File: config.mk
export PLATFORM = sky130hd
export DESIGN_NAME = axi_lite_led_responder
export DESIGN_NICKNAME = d
export VERILOG_FILES = /design/src/rtl/axi_lite_led_responder_pkg.sv /design/src/rtl/axi_lite_led_responder.sv
export SDC_FILE = /design/constraint.sdc
export NUM_CORES = 1
export LEC_CHECK = 0
export ABC_AREA = 1
export CORE_MARGIN = 3
export CORE_UTILIZATION = 45
export CTS_CLUSTER_DIAMETER = 200
export CTS_CLUSTER_SIZE = 8
export DETAILED_ROUTE_END_ITERATION = 16
export GPL_TIMING_DRIVEN = 1
export HOLD_SLACK_MARGIN = 0.08
export PLACE_DENSITY = 0.72
export SYNTH_ARGS = -nofsm -noshare
export SYNTH_HDL_FRONTEND = slang
export SYNTH_SLANG_ARGS = --single-unit
File: constraint.sdc
create_clock -name Clock -period 2.2 [get_ports Clock]
set_input_delay 0.66 -clock Clock [delete_from_list [all_inputs] [get_ports Clock]]
set_output_delay 0.66 -clock Clock [all_outputs]
set_load 0.005 [all_outputs]
File: src/rtl/axi_lite_led_responder_pkg.sv
// Shared definitions for the AXI4-Lite LED responder: register word offsets,
// response codes and the write/read channel state encodings.
package axi_lite_led_responder_pkg;

    // Word offsets, i.e. address bits [3:2]
    localparam logic [1:0] REG_DATA  = 2'd0;
    localparam logic [1:0] REG_LED   = 2'd1;
    localparam logic [1:0] REG_TICKS = 2'd2;
    localparam logic [1:0] REG_ID    = 2'd3;

    localparam logic [1:0] RESP_OKAY   = 2'b00;
    localparam logic [1:0] RESP_SLVERR = 2'b10;

    typedef enum logic [1:0] {
        W_IDLE      = 2'd0,
        W_HAVE_ADDR = 2'd1,
        W_HAVE_DATA = 2'd2,
        W_RESP      = 2'd3
    } wr_state_e;

    typedef enum logic {
        R_IDLE = 1'b0,
        R_DATA = 1'b1
    } rd_state_e;

    function automatic logic [31:0] apply_strb(input logic [31:0] old_val,
                                               input logic [31:0] new_val,
                                               input logic [3:0]  strb);
        logic [31:0] result;
        result = old_val;
        for (int i = 0; i < 4; i++) begin
            if (strb[i]) result[i*8 +: 8] = new_val[i*8 +: 8];
        end
        return result;
    endfunction

endpackage

File: src/rtl/axi_lite_led_responder.sv
// AXI4-Lite slave exposing a DATA word, a 4-bit LED register, a free-running
// cycle counter and a read-only ID word; read and write paths are independent.
module axi_lite_led_responder
    import axi_lite_led_responder_pkg::*;
#(
    parameter int unsigned ADDR_WIDTH = 4,
    parameter logic [31:0] ID_VALUE   = 32'h4C454431
) (
    input  logic                  Clock,
    input  logic                  Reset,
    input  logic                  iAWVALID,
    output logic                  oAWREADY,
    input  logic [ADDR_WIDTH-1:0] iAWADDR,
    input  logic                  iWVALID,
    output logic                  oWREADY,
    input  logic [31:0]           iWDATA,
    input  logic [3:0]            iWSTRB,
    output logic                  oBVALID,
    input  logic                  iBREADY,
    output logic [1:0]            oBRESP,
    input  logic                  iARVALID,
    output logic                  oARREADY,
    input  logic [ADDR_WIDTH-1:0] iARADDR,
    output logic                  oRVALID,
    input  logic                  iRREADY,
    output logic [31:0]           oRDATA,
    output logic [1:0]            oRRESP,
    output logic [31:0]           oData,
    output logic [3:0]            oLed
);

    // Holds the READYs low until the first edge after reset release
    logic        r_init;
    wr_state_e   r_wstate;
    rd_state_e   r_rstate;
    logic [1:0]  r_awword;
    logic [31:0] r_wdata;
    logic [3:0]  r_wstrb;
    logic        r_bvalid;
    logic [1:0]  r_bresp;
    logic        r_rvalid;
    logic [31:0] r_rdata;
    logic [1:0]  r_rresp;
    logic [31:0] r_data;
    logic [3:0]  r_led;
    logic [31:0] r_ticks;

    logic        w_aw_hs;
    logic        w_w_hs;
    logic        w_ar_hs;
    logic        w_wr_fire;
    logic [1:0]  w_wr_word;
    logic [31:0] w_wr_wdata;
    logic [3:0]  w_wr_strb;
    logic        w_wr_ok;
    logic [31:0] w_rd_value;
    logic        w_unused;

    // Byte-offset bits and any address bits above the map are don't-care
    assign w_unused = ^{iAWADDR, iARADDR};

    assign oAWREADY = r_init && (r_wstate == W_IDLE || r_wstate == W_HAVE_DATA);
    assign oWREADY  = r_init && (r_wstate == W_IDLE || r_wstate == W_HAVE_ADDR);
    assign oARREADY = r_init && (r_rstate == R_IDLE);
    assign oBVALID  = r_bvalid;
    assign oBRESP   = r_bresp;
    assign oRVALID  = r_rvalid;
    assign oRDATA   = r_rdata;
    assign oRRESP   = r_rresp;
    assign oData    = r_data;
    assign oLed     = r_led;

    assign w_aw_hs = iAWVALID && oAWREADY;
    assign w_w_hs  = iWVALID && oWREADY;
    assign w_ar_hs = iARVALID && oARREADY;

    // Merge the captured half of the write with the half arriving now
    always_comb begin
        w_wr_fire  = 1'b0;
        w_wr_word  = r_awword;
        w_wr_wdata = r_wdata;
        w_wr_strb  = r_wstrb;
        case (r_wstate)
            W_IDLE: begin
                w_wr_fire  = w_aw_hs && w_w_hs;
                w_wr_word  = iAWADDR[3:2];
                w_wr_wdata = iWDATA;
                w_wr_strb  = iWSTRB;
            end
            W_HAVE_ADDR: begin
                w_wr_fire  = w_w_hs;
                w_wr_wdata = iWDATA;
                w_wr_strb  = iWSTRB;
            end
            W_HAVE_DATA: begin
                w_wr_fire = w_aw_hs;
                w_wr_word = iAWADDR[3:2];
            end
            default: ;
        endcase
    end

    assign w_wr_ok = (w_wr_word == REG_DATA) || (w_wr_word == REG_LED);

    always_comb begin
        w_rd_value = 32'd0;
        case (iARADDR[3:2])
            REG_DATA:  w_rd_value = r_data;
            REG_LED:   w_rd_value = {28'd0, r_led};
            REG_TICKS: w_rd_value = r_ticks;
            REG_ID:    w_rd_value = ID_VALUE;
            default:   w_rd_value = 32'd0;
        endcase
    end

    always_ff @(posedge Clock or negedge Reset) begin
        if (!Reset) begin
            r_init <= 1'b0;
        end else begin
            r_init <= 1'b1;
        end
    end

    always_ff @(posedge Clock or negedge Reset) begin
        if (!Reset) begin
            r_wstate <= W_IDLE;
            r_awword <= 2'd0;
            r_wdata  <= 32'd0;
            r_wstrb  <= 4'd0;
            r_bvalid <= 1'b0;
            r_bresp  <= RESP_OKAY;
        end else begin
            case (r_wstate)
                W_IDLE: begin
                    if (w_wr_fire) begin
                        r_wstate <= W_RESP;
                    end else if (w_aw_hs) begin
                        r_awword <= iAWADDR[3:2];
                        r_wstate <= W_HAVE_ADDR;
                    end else if (w_w_hs) begin
                        r_wdata  <= iWDATA;
                        r_wstrb  <= iWSTRB;
                        r_wstate <= W_HAVE_DATA;
                    end
                end
                W_HAVE_ADDR, W_HAVE_DATA: begin
                    if (w_wr_fire) r_wstate <= W_RESP;
                end
                W_RESP: begin
                    if (iBREADY) begin
                        r_bvalid <= 1'b0;
                        r_wstate <= W_IDLE;
                    end
                end
                default: r_wstate <= W_IDLE;
            endcase
            if (w_wr_fire) begin
                r_bvalid <= 1'b1;
                r_bresp  <= w_wr_ok ? RESP_OKAY : RESP_SLVERR;
            end
        end
    end

    always_ff @(posedge Clock or negedge Reset) begin
        if (!Reset) begin
            r_data  <= 32'd0;
            r_led   <= 4'd0;
            r_ticks <= 32'd0;
        end else begin
            r_ticks <= r_ticks + 32'd1;
            if (w_wr_fire && w_wr_word == REG_DATA) begin
                r_data <= apply_strb(r_data, w_wr_wdata, w_wr_strb);
            end
            if (w_wr_fire && w_wr_word == REG_LED && w_wr_strb[0]) begin
                r_led <= w_wr_wdata[3:0];
            end
        end
    end

    always_ff @(posedge Clock or negedge Reset) begin
        if (!Reset) begin
            r_rstate <= R_IDLE;
            r_rvalid <= 1'b0;
            r_rdata  <= 32'd0;
            r_rresp  <= RESP_OKAY;
        end else begin
            case (r_rstate)
                R_IDLE: begin
                    if (w_ar_hs) begin
                        r_rdata  <= w_rd_value;
                        r_rresp  <= RESP_OKAY;
                        r_rvalid <= 1'b1;
                        r_rstate <= R_DATA;
                    end
                end
                R_DATA: begin
                    if (iRREADY) begin
                        r_rvalid <= 1'b0;
                        r_rstate <= R_IDLE;
                    end
                end
                default: r_rstate <= R_IDLE;
            endcase
        end
    end

endmodule

==> reports/summary.txt <==
Outcome - finished clean
PD cells - 1083 mW/mm^2
Cell type with the largest total area after synthesis - dfrtp_1
Residual DRC - 0
Die Y - 130 microns
Total track usage - 0.2250
Post-synth top flop - dfrtp_1
DR pass1 iterations - 5
H-tree depth - 4
Worst Hold Class - input port to asynchronous set/reset pin
Yosys warns - 0
Worst path max stage delay - 0.40 ns
Syn-to-layout area delta - 34.21%
CP max FO - 3
Top cell type's share of synthesized area - 0.5244
Worst Max-Slew Pin Slew - 0.5027 ns
Buffers plus inverters on the worst setup path - 2
Drt initial violations - 400
Drt total wl - 18.09 mm
CTS root buffer - clkbuf_16
Clk buf depth - 2
Antenna violations before repair - 1
Fin crit period - 2.144 ns
Die area - 0.01690 sq mm
Placed Area - 0.008605 sq mm
Pin count of the biggest net entering global routing - 73
Final HPWL DP - 13.21 mm
Port buffer count - 120
Crit-path cells - buf_4 -> ha_4 -> nor2_4 -> nor2_2 -> clkdlybuf4s15_1
Register area share after synthesis - 0.5244
Via Count - 5797
Post-Syn Instances - 788
CP max stage cell - dfrtp_1
Placeable Area - 0.01481 sq mm
Vias/cell - 5.130
M1 GR Usage - 0.3160
Vias in the first global route - 5652
Worst setup EP type - output pin
Fmax - 466.4 MHz
CP Data Arrival Time - 1.48 ns
Commonest cells in the netlist - nand2_1 (168), dfrtp_1 (145), inv_1 (73)
Maxcap violations - 0
GRT overflow - 0
Total CTS buffers - 17
Leakage - 4.264 nW
CP Launch Type - flip-flop
Final worst slack - 0.05581 ns
# rows - 44
Required time worst endpoint - 1.54 ns
Final Hold Viols - 0
Final Cell Area - 0.009286 sq mm
RSZ-0062 raised after global routing - false
I/O pins - 128
Most frequent cell after synthesis - nand2_1
Endpoints failing setup - 0
Met2 usage - 0.3609
Share of post-route cells with drive strength above 1 - 0.1342
Placed cells - 1091
Number of routed nets with antenna violations - 0
EDFF count, synth - 0
Most used routing layer - met2
Cell family with most CP delay - flip-flops
Post-synth ARST share - 1.000
Die width - 130 microns
Average wire per standard cell - 16.00 microns
Worst setup path category - flip-flop to output pin
CTS tree - built
Worst vdd ir - 0.8177 mV
Final setup skew - 0.006566 ns
Fin util - 0.6271
Number of distinct library cells after synthesis - 34
Final net count - 990
Area contributors post-synth - dfrtp_1 (52%), nand2_1 (9.1%), o21ai_0 (5.1%)
Dpl ws - -0.03109 ns
Synth Area per Inst - 8.781 sq um
Relative slew slack - 0.6649
First-pass GRT wire length - 29.44 mm
Clock sink count - 145
Final period util - 0.9746
Final Non-Filler Cells - 1130
Synth Cell Area - 0.006919 sq mm
Worst skew pair latency - 0.42 ns
Initial core utilization - 0.4672
Final GP Congestion - 0.9213
Worst-path clk slew - 0.06 ns
Yosys reg bits - 145
GR Layer Usage met3 - 0.04257
Final count of pins violating max slew - 0
N_diodes - 0
-- final timing paths --
| kind | slack [ns] | cells after the start | endpoint | startpoint |
|---|---|---|---|---|
| max in group asynchronous | 1.44 | 2 | r_wdata[28]$_DFFE_PN0P_ | Reset |
| min in group Clock | 0.48 | 2 | r_wdata[9]$_DFFE_PN0P_ | r_wdata[9]$_DFFE_PN0P_ |
| worst min-delay path | 0.18 | 1 | oRVALID$_DFFE_PN0P_ | Reset |
| worst min register to register | 0.48 | 2 | r_wdata[9]$_DFFE_PN0P_ | r_wdata[9]$_DFFE_PN0P_ |
| worst max register to register | 0.16 | 10 | oData[26]$_DFFE_PN0P_ | r_wstate[1]$_DFFE_PN0P_ |
| worst max-delay path | 0.06 | 5 | oAWREADY | r_wstate[1]$_DFFE_PN0P_ |
-- timing repair --
action,4_1_cts,5_1_grt
hold buffers,0,0
setup endpoints to repair,3,8
pin swaps,3,1
resized for setup,18,6
buffers inserted,6,1
-- registers in the layout, summed over array words and instances (netlist names) --
signal / flops
oRDATA: 32
r_wstate: 2
oRVALID: 1
r_wdata: 32
r_ticks: 32
oBRESP: 1
oLed: 4
r_awword: 2
oBVALID: 1
oData: 32
r_init: 1
r_rstate: 1
r_wstrb: 4
-- kinds of logic (layout without fill, tap and decap cells) --
logic type | after synthesis | in the layout | synth area share
adders and majority gates | 6 | 6 | 0.01085
other | 2 | 4 | 0.001085
DFF | 145 | 145 | 0.5244
xor gates and xnor gates | 30 | 30 | 0.03797
buffers and inverters | 116 | 272 | 0.06944
AOI/OAI and AO/OA | 188 | 188 | 0.1689
and+or+nand+nor | 301 | 301 | 0.1873
-- stage by stage --
step	hold WS (ns)	power [mW]	setup TNS (ns)
2_1_floorplan	0.3644	5.543	0
3_3_place_gp	0.4658	7.088	-0.3329
3_5_place_dp	0.4729	7.154	-0.4391
4_1_cts	0.1903	10.05	0
5_1_grt	0.2193	10.71	0
6_report	0.1809	10.06	0
-- final cells by class --
| class | instances | area (sq um) |
|---|---|---|
| Fill cell | 1222 | 5523 |
| Sequential cell | 145 | 3628 |
| Multi-Input combinational cell | 529 | 2885 |
| Timing Repair Buffer | 164 | 1697 |
| Clock buffer | 20 | 446.7 |
| Inverter | 76 | 287.8 |
| Tap cell | 184 | 230.2 |
| Clock inverter | 12 | 111.4 |
-- layout by cell type (no fill, tap or decap), types with 2 or more instances in the layout --
cell type / count
a21oi_1: 40
a2bb2oi_1: 19
a31oi_1: 22
a32oi_1: 2
buf_12: 13
buf_4: 30
buf_6: 2
clkbuf_1: 2
clkbuf_16: 17
clkdlybuf4s50_1: 116
clkinv_2: 2
clkinv_4: 2
clkinvlp_4: 6
conb_1: 4
dfrtp_1: 145
ha_1: 2
ha_4: 4
inv_1: 70
inv_2: 4
nand2_1: 168
nand3_1: 36
nand3_2: 6
nand4_1: 13
nor2_1: 53
nor2_2: 3
nor2_4: 3
nor3_1: 16
o21ai_0: 71
o21ai_1: 3
o21ai_2: 28
xnor2_1: 5
xor2_1: 25
-- layer usage --
metal	vias up	wire length, microns
li1	2895	-
met1	2735	8472
met2	141	8683
met3	24	654
met4	2	260
met5	-	13
-- power breakdown --
| group | total, mW | switching (mW) | internal, mW |
|---|---|---|---|
| Combinational | 3.51 | 1.82 | 1.69 |
| Sequential | 3.83 | 0.503 | 3.33 |
| Clock | 2.72 | 1.13 | 1.58 |
| Total | 10.1 | 3.45 | 6.61 |
Note: power is estimated with default switching activity, not from simulation.
